`src/rtl/pipeline_hazard_ctrl_if.sv`:
```
// Hazard-control bundle between the RV32 datapath (master) and pipeline_hazard_ctrl (slave).
interface pipeline_hazard_ctrl_if #(
  parameter int CNT_W = 32
);
  logic [4:0]       Rs1D, Rs2D, Rs1E, Rs2E, RdE, RdM, RdW;
  logic             ResultSrcE0, PCSrcE, RegWriteM, RegWriteW, halt_req;
  logic             StallF, StallD, FlushD, FlushE, halt_ack;
  logic [1:0]       ForwardAE, ForwardBE;
  logic [CNT_W-1:0] stall_count, flush_count;

  modport master (
    output Rs1D, Rs2D, Rs1E, Rs2E, RdE, RdM, RdW,
    output ResultSrcE0, PCSrcE, RegWriteM, RegWriteW, halt_req,
    input  StallF, StallD, FlushD, FlushE, halt_ack,
    input  ForwardAE, ForwardBE, stall_count, flush_count
  );

  modport slave (
    input  Rs1D, Rs2D, Rs1E, Rs2E, RdE, RdM, RdW,
    input  ResultSrcE0, PCSrcE, RegWriteM, RegWriteW, halt_req,
    output StallF, StallD, FlushD, FlushE, halt_ack,
    output ForwardAE, ForwardBE, stall_count, flush_count
  );
endinterface

```
`src/rtl/pipeline_hazard_ctrl.sv`:
```
// Hazard/forwarding controller for the 5-stage RV32 pipeline with debug halt/drain.
// Define PERF_COUNTERS_EN to build the stall/flush performance counters.
module pipeline_hazard_ctrl #(
  parameter int DRAIN_CYCLES = 3,
  parameter int CNT_W        = 32
) (
  input  logic                  clk,
  input  logic                  rst,
  pipeline_hazard_ctrl_if.slave hz
);

  localparam int DCNT_W = (DRAIN_CYCLES > 1) ? $clog2(DRAIN_CYCLES) : 1;
  localparam logic [DCNT_W-1:0] DCNT_LAST = DCNT_W'(DRAIN_CYCLES - 1);

  typedef enum logic [1:0] {RUN, DRAIN, HALTED} state_e;

  state_e            state_q, state_d;
  logic [DCNT_W-1:0] dcnt_q, dcnt_d;
  logic              lw_stall;

  // M stage wins over W; x0 is never forwarded.
  function automatic logic [1:0] fwd_sel(input logic [4:0] rs, input logic [4:0] rd_m,
                                         input logic wr_m, input logic [4:0] rd_w,
                                         input logic wr_w);
    logic [1:0] sel;
    sel = 2'b00;
    if (rs != 5'd0) begin
      if (wr_m && (rd_m == rs))      sel = 2'b10;
      else if (wr_w && (rd_w == rs)) sel = 2'b01;
    end
    return sel;
  endfunction

  always_comb begin
    hz.ForwardAE = fwd_sel(hz.Rs1E, hz.RdM, hz.RegWriteM, hz.RdW, hz.RegWriteW);
    hz.ForwardBE = fwd_sel(hz.Rs2E, hz.RdM, hz.RegWriteM, hz.RdW, hz.RegWriteW);
    lw_stall     = hz.ResultSrcE0 && (hz.RdE != 5'd0) &&
                   ((hz.Rs1D == hz.RdE) || (hz.Rs2D == hz.RdE));
  end

  always_comb begin
    state_d     = state_q;
    dcnt_d      = dcnt_q;
    hz.StallF   = 1'b1;
    hz.StallD   = 1'b1;
    hz.FlushD   = 1'b0;
    hz.FlushE   = 1'b1;
    hz.halt_ack = 1'b0;
    unique case (state_q)
      RUN: begin
        hz.StallF = lw_stall;
        hz.StallD = lw_stall;
        hz.FlushD = hz.PCSrcE;
        hz.FlushE = lw_stall || hz.PCSrcE;
        dcnt_d    = '0;
        // A pending redirect or load-use stall must resolve before draining.
        if (hz.halt_req && !hz.PCSrcE && !lw_stall) state_d = DRAIN;
      end
      DRAIN: begin
        dcnt_d = dcnt_q + 1'b1;
        if (dcnt_q == DCNT_LAST) begin
          state_d = HALTED;
          dcnt_d  = '0;
        end
      end
      HALTED: begin
        hz.halt_ack = 1'b1;
        if (!hz.halt_req) state_d = RUN;
      end
      default: state_d = RUN;
    endcase
  end

  always_ff @(posedge clk) begin
    if (rst) begin
      state_q <= RUN;
      dcnt_q  <= '0;
    end else begin
      state_q <= state_d;
      dcnt_q  <= dcnt_d;
    end
  end

`ifdef PERF_COUNTERS_EN
  logic [CNT_W-1:0] stall_count_q, stall_count_d;
  logic [CNT_W-1:0] flush_count_q, flush_count_d;

  always_comb begin
    stall_count_d = stall_count_q;
    flush_count_d = flush_count_q;
    if (state_q == RUN) begin
      if (lw_stall)  stall_count_d = stall_count_q + 1'b1;
      if (hz.PCSrcE) flush_count_d = flush_count_q + 1'b1;
    end
  end

  always_ff @(posedge clk) begin
    if (rst) begin
      stall_count_q <= '0;
      flush_count_q <= '0;
    end else begin
      stall_count_q <= stall_count_d;
      flush_count_q <= flush_count_d;
    end
  end

  always_comb begin
    hz.stall_count = stall_count_q;
    hz.flush_count = flush_count_q;
  end
`else
  always_comb begin
    hz.stall_count = '0;
    hz.flush_count = '0;
  end
`endif

endmodule

```
`src/flat_wrapper.sv`:
```
// flat-port wrapper written by rule: the top's interface ports become plain ports
module pipeline_hazard_ctrl_flat 
#(
  parameter int DRAIN_CYCLES = 3,
  parameter int CNT_W        = 32
)
  (clk, rst, hz_Rs1D, hz_Rs2D, hz_Rs1E, hz_Rs2E, hz_RdE, hz_RdM, hz_RdW, hz_ResultSrcE0, hz_PCSrcE, hz_RegWriteM, hz_RegWriteW, hz_halt_req, hz_StallF, hz_StallD, hz_FlushD, hz_FlushE, hz_halt_ack, hz_ForwardAE, hz_ForwardBE, hz_stall_count, hz_flush_count);
  pipeline_hazard_ctrl_if #(.CNT_W(CNT_W)) hz_i ();
  input  logic clk;
  input  logic rst;
  input wire logic [$bits(hz_i.Rs1D)-1:0] hz_Rs1D;
  input wire logic [$bits(hz_i.Rs2D)-1:0] hz_Rs2D;
  input wire logic [$bits(hz_i.Rs1E)-1:0] hz_Rs1E;
  input wire logic [$bits(hz_i.Rs2E)-1:0] hz_Rs2E;
  input wire logic [$bits(hz_i.RdE)-1:0] hz_RdE;
  input wire logic [$bits(hz_i.RdM)-1:0] hz_RdM;
  input wire logic [$bits(hz_i.RdW)-1:0] hz_RdW;
  input wire logic [$bits(hz_i.ResultSrcE0)-1:0] hz_ResultSrcE0;
  input wire logic [$bits(hz_i.PCSrcE)-1:0] hz_PCSrcE;
  input wire logic [$bits(hz_i.RegWriteM)-1:0] hz_RegWriteM;
  input wire logic [$bits(hz_i.RegWriteW)-1:0] hz_RegWriteW;
  input wire logic [$bits(hz_i.halt_req)-1:0] hz_halt_req;
  output wire logic [$bits(hz_i.StallF)-1:0] hz_StallF;
  output wire logic [$bits(hz_i.StallD)-1:0] hz_StallD;
  output wire logic [$bits(hz_i.FlushD)-1:0] hz_FlushD;
  output wire logic [$bits(hz_i.FlushE)-1:0] hz_FlushE;
  output wire logic [$bits(hz_i.halt_ack)-1:0] hz_halt_ack;
  output wire logic [$bits(hz_i.ForwardAE)-1:0] hz_ForwardAE;
  output wire logic [$bits(hz_i.ForwardBE)-1:0] hz_ForwardBE;
  output wire logic [$bits(hz_i.stall_count)-1:0] hz_stall_count;
  output wire logic [$bits(hz_i.flush_count)-1:0] hz_flush_count;
  assign hz_i.Rs1D = hz_Rs1D;
  assign hz_i.Rs2D = hz_Rs2D;
  assign hz_i.Rs1E = hz_Rs1E;
  assign hz_i.Rs2E = hz_Rs2E;
  assign hz_i.RdE = hz_RdE;
  assign hz_i.RdM = hz_RdM;
  assign hz_i.RdW = hz_RdW;
  assign hz_i.ResultSrcE0 = hz_ResultSrcE0;
  assign hz_i.PCSrcE = hz_PCSrcE;
  assign hz_i.RegWriteM = hz_RegWriteM;
  assign hz_i.RegWriteW = hz_RegWriteW;
  assign hz_i.halt_req = hz_halt_req;
  assign hz_StallF = hz_i.StallF;
  assign hz_StallD = hz_i.StallD;
  assign hz_FlushD = hz_i.FlushD;
  assign hz_FlushE = hz_i.FlushE;
  assign hz_halt_ack = hz_i.halt_ack;
  assign hz_ForwardAE = hz_i.ForwardAE;
  assign hz_ForwardBE = hz_i.ForwardBE;
  assign hz_stall_count = hz_i.stall_count;
  assign hz_flush_count = hz_i.flush_count;
  pipeline_hazard_ctrl #(.DRAIN_CYCLES(DRAIN_CYCLES), .CNT_W(CNT_W)) u_core (.clk(clk), .rst(rst), .hz(hz_i));
endmodule
```
`config.mk`:
```
export PLATFORM = sky130hd
export DESIGN_NAME = pipeline_hazard_ctrl_flat
export DESIGN_NICKNAME = d
export VERILOG_FILES = /design/src/rtl/pipeline_hazard_ctrl_if.sv /design/src/rtl/pipeline_hazard_ctrl.sv /design/src/flat_wrapper.sv
export SDC_FILE = /design/constraint.sdc
export NUM_CORES = 1
export LEC_CHECK = 0
export BUFFER_PORTS_ARGS = -buffer_cell sky130_fd_sc_hd__buf_4
export CAP_MARGIN = 20
export CORE_MARGIN = 3
export CORE_UTILIZATION = 35
export CTS_CLUSTER_SIZE = 16
export DETAILED_ROUTE_END_ITERATION = 10
export MAX_ROUTING_LAYER = met4
export PLACE_DENSITY_LB_ADDON = 0.1
export SKIP_LAST_GASP = 1
export SLEW_MARGIN = 20
export SYNTH_ARGS = -nofsm -noshare
export SYNTH_HDL_FRONTEND = slang
export SYNTH_SLANG_ARGS = --single-unit
export TNS_END_PERCENT = 5
```
`constraint.sdc`:
```
create_clock -name clk -period 3.5 [get_ports clk]
set_input_delay 1.05 -clock clk [delete_from_list [all_inputs] [get_ports clk]]
set_output_delay 1.05 -clock clk [all_outputs]
set_load 0.05 [all_outputs]
```
Word-level counts from Yosys, hierarchy flattened
Index checks and enable logic that the tools add are counted.

storage, ports and cells
  register bits = 4
  input bits = 42
  output and inout bits = 73
  logic and storage cells = 49

cells by class
  add/sub/neg operators = 1
  equal/unequal tests = 12
  multiplexer cells = 16
  reduce and logical (&&, ||, !) cells = 18

operators by type and width
  cell                                                  number
  equality test 5 bit                                   6
  two-way mux 2 bit                                     8
  nonzero test 5 bit                                    3
  logical AND 1 bit                                     8
  two-way mux 1 bit                                     6
  one-hot mux 2 bit (3 select lines)                    1
  equality test 2 bit (second input constant)           2
  != test 2 x 1 -> 1 bit (second input constant)        2
  one-hot mux 2 bit (2 select lines)                    1
  AND reduction 3 bit                                   1
  adder 2 x 1 -> 2 bit (second input constant)          1
  equality test 2 x 1 -> 1 bit (second input constant)  1
  logical NOT 1 bit                                     2
  logical NOT 2 bit                                     1
  logical OR 1 bit                                      2
  != test 2 bit (second input constant)                 1
  nonzero test 2 bit                                    1

Logic depth before layout (Yosys ltp)
Gate-level depths: netlist of run 1.

  depth after elaboration = 7
  gate-level depth with buffers = 5
  mapped depth without buffers = 5

Worst setup path after synthesis of run 1
No wires, ideal clock.

  path kind = input to output
  start point = in hz_Rs1E[2]
  end point = out hz_ForwardAE[1]
  arrival time = 2.756 ns
  required time = 2.450 ns
  path slack = -0.306 ns
  stages on the path = 4
  buffers on the path = 0
  cell sequence = xor2_1 -> nor4_1 -> and3_1 -> a21boi_0

on the way
  longest elaborated chain between the ends = 4
  elaborated cells on any way between the ends = 5
  classes of those cells = eq/ne (1); mux (2); reduce/logical (2)

RTL lines
  what                 line                        source
  start: declaration   flat_wrapper.sv:13          input wire logic [$bits(hz_i.Rs1E)-1:0] hz_Rs1E;
  equality test 5 bit  pipeline_hazard_ctrl.sv:28  if (wr_m && (rd_m == rs)) sel = 2'b10;
  logical AND 1 bit    pipeline_hazard_ctrl.sv:28
  two-way mux 2 bit    pipeline_hazard_ctrl.sv:28
  two-way mux 2 bit *  pipeline_hazard_ctrl.sv:27  if (rs != 5'd0) begin
  end: declaration     flat_wrapper.sv:28          output wire logic [$bits(hz_i.ForwardAE)-1:0] hz_ForwardAE;

Mark *: on every way between the ends. The rest lies on a longest branch, timed or not.

Worst setup path in the final report of run 1
  start point = in hz_RdE[0]
  end point = out hz_FlushE

on the way
  longest elaborated chain between the ends = 5
  elaborated cells on any way between the ends = 8
  classes of those cells = eq/ne (2); mux (1); reduce/logical (5)

RTL lines
  what                                                              line                                                    source
  start: declaration                                                flat_wrapper.sv:15                                      input wire logic [$bits(hz_i.RdE)-1:0] hz_RdE;
  equality test 5 bit / nonzero test 5 bit (equally long branches)  pipeline_hazard_ctrl.sv:38, pipeline_hazard_ctrl.sv:37
  logical OR 1 bit / logical AND 1 bit (equally long branches)      pipeline_hazard_ctrl.sv:38, pipeline_hazard_ctrl.sv:37
  logical AND 1 bit *                                               pipeline_hazard_ctrl.sv:37                              lw_stall = hz.ResultSrcE0 && (hz.RdE != 5'd0) &&
  logical OR 1 bit *                                                pipeline_hazard_ctrl.sv:54                              hz.FlushE = lw_stall || hz.PCSrcE;
  two-way mux 1 bit *                                               pipeline_hazard_ctrl.sv:49                              unique case (state_q)
  end: declaration                                                  flat_wrapper.sv:26                                      output wire logic [$bits(hz_i.FlushE)-1:0] hz_FlushE;

Marked as above.

==> results.sh, run 1 <==
export IMPL_r2r_cells=4
export IMPL_clock_power_share=0.154
export IMPL_fillCellCount=303
export IMPL_setup_violations=0
export IMPL_timing_critical_path_from="hz_RdE[0]"
export IMPL_max_cap_viol_count=0
export IMPL_drc=0
export IMPL_clock_tree_htree_level_count=1
export IMPL_synth_warnings=0
export IMPL_grt_antenna_before_repair=0
export IMPL_insertedDiodeCount=0
export IMPL_p_leak_nw=0.702
export IMPL_power_density_mw_per_mm2=300
export IMPL_drtAntennaViolNets=0
export IMPL_worst_r2r_endpoint="u_core.state_q[0]$_SDFFE_PP0P_"
export IMPL_synth_seq_cells=4
export IMPL_drt_first_pass_iters=4
export IMPL_grt_pass1_wl_mm=3.41
export IMPL_cts_repair_resized=0
export IMPL_fmax_ghz=0.296
export IMPL_clk_latency_ps=240
export IMPL_grtUsageTotal=0.120
export IMPL_area_added_between_synthesis_and_finish_pct=17.0
export IMPL_post_synth_instance_area_mm2=0.00109
export IMPL_cts_hold_repair_buffers=0
export IMPL_cellInternalPower_mw=0.147
export IMPL_seqPwrFrac=0.129
export IMPL_total_chip_power_mw=0.383
export IMPL_cts_sinks=4
export IMPL_worstHoldEndpoint="u_core.dcnt_q[0]$_SDFFE_PP0P_"
export IMPL_route_detailed_wl_per_inst_um=10.5
export IMPL_timing_final_crit_period_ps=3370
export IMPL_postRouteWirelength_mm=2.39
export IMPL_min_period_over_period=0.964
export IMPL_rsz0062_at_grt="false"
export IMPL_grt_start_max_net_pins=6
export IMPL_r2r_start="u_core.state_q[1]$_SDFFE_PP0P_"
export IMPL_holdCritStartpoint="u_core.dcnt_q[0]$_SDFFE_PP0P_"
export IMPL_hold_depth=2
export IMPL_vias_in_the_first_global_route=811
export IMPL_timing_hold_worst_class="register to register"
export IMPL_starting_density_of_the_core=0.382
export IMPL_fin_nets=240
export IMPL_post_syn_instances=145
export IMPL_r2r_setup_slack_ps=2540
export IMPL_switching_share=0.617
export IMPL_clk_pin_slew_worst_paths_ps=30
export IMPL_floorplan_die_height_um=61.8
export IMPL_gpl_final_weighted_congestion=0.904
export IMPL_placedInstanceArea_mm2=0.00125
export IMPL_cts_tree="done"
export IMPL_synth_yosys_seq_area_share=0.0736
export IMPL_drive_gt1_frac=0.291
export IMPL_arrival_ps=2320
export IMPL_kind_of_cell_adding_the_most_delay_to_the_critical_path="simple AND/OR/NAND/NOR gates"
export IMPL_worst_setup_path_end_kind="output port"
export IMPL_synth_lib_cells_used_distinct=25
export IMPL_syn_mean_instance_area_um2=7.51
export IMPL_delay_of_the_slowest_critical_path_stage_ps=530
export IMPL_post_dp_hpwl_mm=2.20
export IMPL_final_number_of_hold_violating_endpoints=0
export IMPL_worst_ep_required_time_ps=2450
export IMPL_drt_first_iter_violations=48
export IMPL_cts_inserted_buffers=3
export IMPL_crit_chain="buf_4 > or4_4 > o21ai_2 > o21ai_2 > or2_1 > buf_4"
export IMPL_net_switching_power_mw=0.236
export IMPL_worst_path_max_fanout=4
export IMPL_critPathLaunchType="input port"
export IMPL_floorplan_die_area_mm2=0.00382
export IMPL_detailroute_via_count=900
export IMPL_post_cts_repair_setup_buffers=0
export IMPL_combPwrFrac=0.716
export IMPL_num_rows=19
export IMPL_drv_slew=0
export IMPL_cts_root_buf="clkbuf_4"
export IMPL_drt_vias_per_instance=3.96
export IMPL_floorplan_io_pins=115
export IMPL_cp_slowest_cell="or4_4"
export IMPL_clock_buffer_depth=2
export IMPL_grt_overflow_total=0
export IMPL_worst_ir_drop_vdd_mv=0.129
export IMPL_die_w_um=61.8
export IMPL_core_mm2=0.00285
export IMPL_cp_buffers_inverters=2
export IMPL_port_buffers=50
export IMPL_skew_ps=9.99
export IMPL_run_status="finished clean"
export IMPL_path_class="input port to output port"
export IMPL_final_design_area_no_fill_mm2=0.00127
[how the worst max path moves through the flow]
| stage | to | slack, ps | depth (start not counted) |
|---|---|---|---|
| 2_1_floorplan | hz_ForwardBE[0] | -80 | 4 |
| 3_3_place_gp | hz_FlushE | 120 | 6 |
| 3_5_place_dp | hz_FlushE | 110 | 6 |
| 4_1_cts | hz_FlushE | 110 | 6 |
| 5_1_grt | hz_FlushE | 90 | 6 |
| 6_report | hz_FlushE | 130 | 6 |
[through the flow]
stage | instances | TNS, ps | hold slack [ps] | util | setup slack [ps]
final | 227 | 0 | 562 | 0.446 | 127
after global routing | 227 | 0 | 618 | 0.446 | 87.3
after CTS | 227 | 0 | 569 | 0.446 | 115
after detailed placement | 224 | 0 | 564 | 0.439 | 115
after global placement | 224 | 0 | 556 | 0.439 | 118
after floorplan | 208 | -176 | 510 | - | -83.3
[cells in the final DEF (no fill, tap or decap), drive strengths merged, types with 2 or more instances in the layout]
cell type	n
conb	64
dfxtp	4
nor4	3
and3	2
nor3	9
inv	3
buf	50
o21ai	3
xor2	24
nand3	2
a21oi	4
xnor2	4
nor2	9
a22oi	2
clkbuf	3
[state kept, by name (all words and copies together), names as in the netlist]
register,cells
u_core.state_q,2
u_core.dcnt_q,2
[cells by family after synthesis]
group           synth area share
flops                     0.0736
xor+xnor                   0.225
compound gates            0.0828
other cells              0.00344
simple gates               0.156
buf+inv                    0.459
[layer usage]
layer  track usage  up-vias  part of all wire
met5             -        -                 0
li1              -      446                 -
met1         0.137      399              0.35
met3        0.0248        0             0.086
met2         0.220       55              0.56
met4        0.0182        0                 0
[cell usage after synthesis]
cell type,n,area (µm²)
a22oi_1,2,15.0
o21ai_0,1,5.00
nor3_1,9,45.0
nand2b_1,1,6.26
nor2b_1,1,6.26
o21ai_2,2,17.5
nor3b_1,1,7.51
o41ai_2,1,16.3
nand3_1,2,10.0
or2_1,1,6.26
o31a_1,1,8.76
conb_1,1,3.75
dfxtp_1,4,80.1
a21boi_0,1,7.51
and3_1,2,12.5
inv_1,3,11.3
nor4_1,3,18.8
or4_4,1,11.3
nor2_1,9,33.8
buf_4,65,488
or3_1,1,6.26
a21oi_1,4,20.0
and2_1,1,6.26
xnor2_1,4,35.0
xor2_1,24,210
[area by class of cell]
type,instances,area [µm²],area share
repair buffers,50,375,0.295
clock buffers,3,22.5,0.0177
inverters,3,11.3,0.00884
flip-flops and latches,4,80.1,0.0629
multi-input cells,136,746,0.585
well taps,31,38.8,0.0305
[power by group through the flow]
stage	logic [mW]	registers [mW]	clock network, mW
floorplan	0.266	0.0497	0
global placement	0.272	0.0501	0
detailed placement	0.273	0.0501	0
CTS	0.274	0.0494	0.0617
global route	0.291	0.0498	0.0657
finish	0.274	0.0495	0.0590
[worst min-delay path, stage by stage, from the launching register on]
cell and delay (ps):
dfxtp_1 330, a21oi_1 140, nor2_1 50
Note: power is estimated with default switching activity, not from simulation.
==> run 2: changes to the inputs <==
CELL_PAD_IN_SITES_DETAIL_PLACEMENT = 0   (was unset)
CELL_PAD_IN_SITES_GLOBAL_PLACEMENT = 1   (was unset)
CORE_ASPECT_RATIO = 1.1   (was unset)
CORE_UTILIZATION = 24   (was 35)
MAX_ROUTING_LAYER = unset   (was met4)
==> results.sh, run 2 (same netlist as run 1, synthesis figures left out) <==
export IMPL_worst_ep_required_time_ps=2450
export IMPL_floorplan_die_area_mm2=0.00538
export IMPL_postRouteWirelength_mm=2.63
export IMPL_num_rows=25
export IMPL_drc=0
export IMPL_cts_inserted_buffers=3
export IMPL_grt_pass1_wl_mm=4.29
export IMPL_crit_chain="buf_4 > or4_4 > o21ai_2 > o21ai_2 > or2_1 > buf_4"
export IMPL_area_added_between_synthesis_and_finish_pct=21.4
export IMPL_drt_vias_per_instance=3.60
export IMPL_cp_slowest_cell="or4_4"
export IMPL_min_period_over_period=0.967
export IMPL_seqPwrFrac=0.118
export IMPL_worst_ir_drop_vdd_mv=0.0812
export IMPL_grtUsageTotal=0.0946
export IMPL_worst_path_max_fanout=4
export IMPL_skew_ps=0.204
export IMPL_detailroute_via_count=901
export IMPL_setup_violations=0
export IMPL_port_buffers=50
export IMPL_final_number_of_hold_violating_endpoints=0
export IMPL_placedCellCount=247
export IMPL_drive_gt1_frac=0.291
export IMPL_grt_antenna_before_repair=0
export IMPL_final_design_area_no_fill_mm2=0.00132
export IMPL_arrival_ps=2330
export IMPL_timing_final_crit_period_ps=3380
export IMPL_floorplan_io_pins=115
export IMPL_grt_start_max_net_pins=6
export IMPL_clk_latency_ps=210
export IMPL_switching_share=0.568
export IMPL_power_density_mw_per_mm2=318
export IMPL_delay_of_the_slowest_critical_path_stage_ps=530
export IMPL_fmax_ghz=0.295
export IMPL_max_cap_viol_count=0
export IMPL_clock_power_share=0.229
export IMPL_grt_overflow_total=0
export IMPL_floorplan_die_height_um=76.6
export IMPL_cp_buffers_inverters=2
export IMPL_cts_tree="done"
export IMPL_worst_setup_path_end_kind="output port"
export IMPL_rsz0062_at_grt="false"
export IMPL_drv_slew=0
export IMPL_cellInternalPower_mw=0.182
export IMPL_net_switching_power_mw=0.239
export IMPL_combPwrFrac=0.654
export IMPL_p_leak_nw=0.710
export IMPL_kind_of_cell_adding_the_most_delay_to_the_critical_path="simple AND/OR/NAND/NOR gates"
export IMPL_finalCoreUtilization=0.304
export IMPL_cts_repair_resized=0
export IMPL_cts_sinks=4
export IMPL_clk_pin_slew_worst_paths_ps=30
export IMPL_post_dp_hpwl_mm=2.44
export IMPL_reg_largest_list="u_core.dcnt_q (2), u_core.state_q (2)"
export IMPL_drt_first_iter_violations=21
export IMPL_total_chip_power_mw=0.420
export IMPL_clock_buffer_depth=2
export IMPL_core_mm2=0.00435
export IMPL_cts_root_buf="clkbuf_8"
export IMPL_critPathLaunchType="input port"
export IMPL_holdCritStartpoint="u_core.dcnt_q[0]$_SDFFE_PP0P_"
export IMPL_gpl_final_weighted_congestion=0.866
export IMPL_fin_nets=240
export IMPL_clock_tree_htree_level_count=1
export IMPL_starting_density_of_the_core=0.250
export IMPL_cts_hold_repair_buffers=0
export IMPL_insertedDiodeCount=0
export IMPL_path_class="input port to output port"
export IMPL_stdcell_count=250
export IMPL_die_w_um=70.2
export IMPL_r2r_start="u_core.state_q[1]$_SDFFE_PP0P_"
export IMPL_vias_in_the_first_global_route=940
export IMPL_post_cts_repair_setup_buffers=0
export IMPL_run_status="finished clean"
export IMPL_drt_first_pass_iters=3
export IMPL_most_frequent_cells_in_the_layout="conb_1, buf_4, xor2_1, nor3_1, nor2_1"
export IMPL_placedInstanceArea_mm2=0.00128
export IMPL_drtAntennaViolNets=0
export IMPL_mostFrequentLayoutCell="conb_1"
export IMPL_timing_critical_path_from="hz_RdE[0]"
export IMPL_route_detailed_wl_per_inst_um=10.5
export IMPL_timing_hold_worst_class="register to register"
-- run 2: changes by cell type in the layout (fill, tap and decap cells not counted) --
cell      delta
clkbuf_4     -3
clkbuf_8     +3
-- run 2: metal layers --
metal / up-vias / GRT usage / wire length (µm)
met3: 0 / 0.0369 / 294
met2: 68 / 0.166 / 1280
met1: 389 / 0.108 / 1060
met5: - / 0 / 0
li1: 444 / - / -
met4: 0 / 0.0172 / 0
-- run 2: worst min-delay path, stage by stage (launching register included) --
cell and delay (ps):
dfxtp_1 330, a21oi_1 130, nor2_1 40
-- run 2: through the flow --
step	hold WS, ps	setup slack [ps]	TNS [ps]
2_1_floorplan	510	-83.3	-176
3_3_place_gp	546	114	0
3_5_place_dp	544	106	0
4_1_cts	545	106	0
5_1_grt	591	55.0	0
6_report	546	116	0
-- run 2: final cells by class --
class	count	area (µm²)
inverter	3	11.3
timing repair buffer	50	375
clock buffer	3	41.3
tap	54	67.6
multi-input combinational	136	746
sequential	4	80.1
fill	477	3030
-- run 2: worst paths after layout --
| check | slack, ps | depth (start not counted) | endpoint |
|---|---|---|---|
| hold reg to reg | 550 | 2 | u_core.dcnt_q[0]$_SDFFE_PP0P_ |
| setup reg to reg | 2520 | 4 | u_core.state_q[1]$_SDFFE_PP0P_ |
| hold / removal | 550 | 2 | u_core.dcnt_q[0]$_SDFFE_PP0P_ |
| setup / recovery | 120 | 6 | hz_FlushE |
-- run 2: power by group through the flow --
stage / logic (mW) / registers (mW) / clock network (mW)
2_1_floorplan: 0.266 / 0.0497 / 0
3_3_place_gp: 0.275 / 0.0500 / 0
3_5_place_dp: 0.274 / 0.0501 / 0
4_1_cts: 0.274 / 0.0495 / 0.100
5_1_grt: 0.290 / 0.0496 / 0.105
6_report: 0.275 / 0.0495 / 0.0962
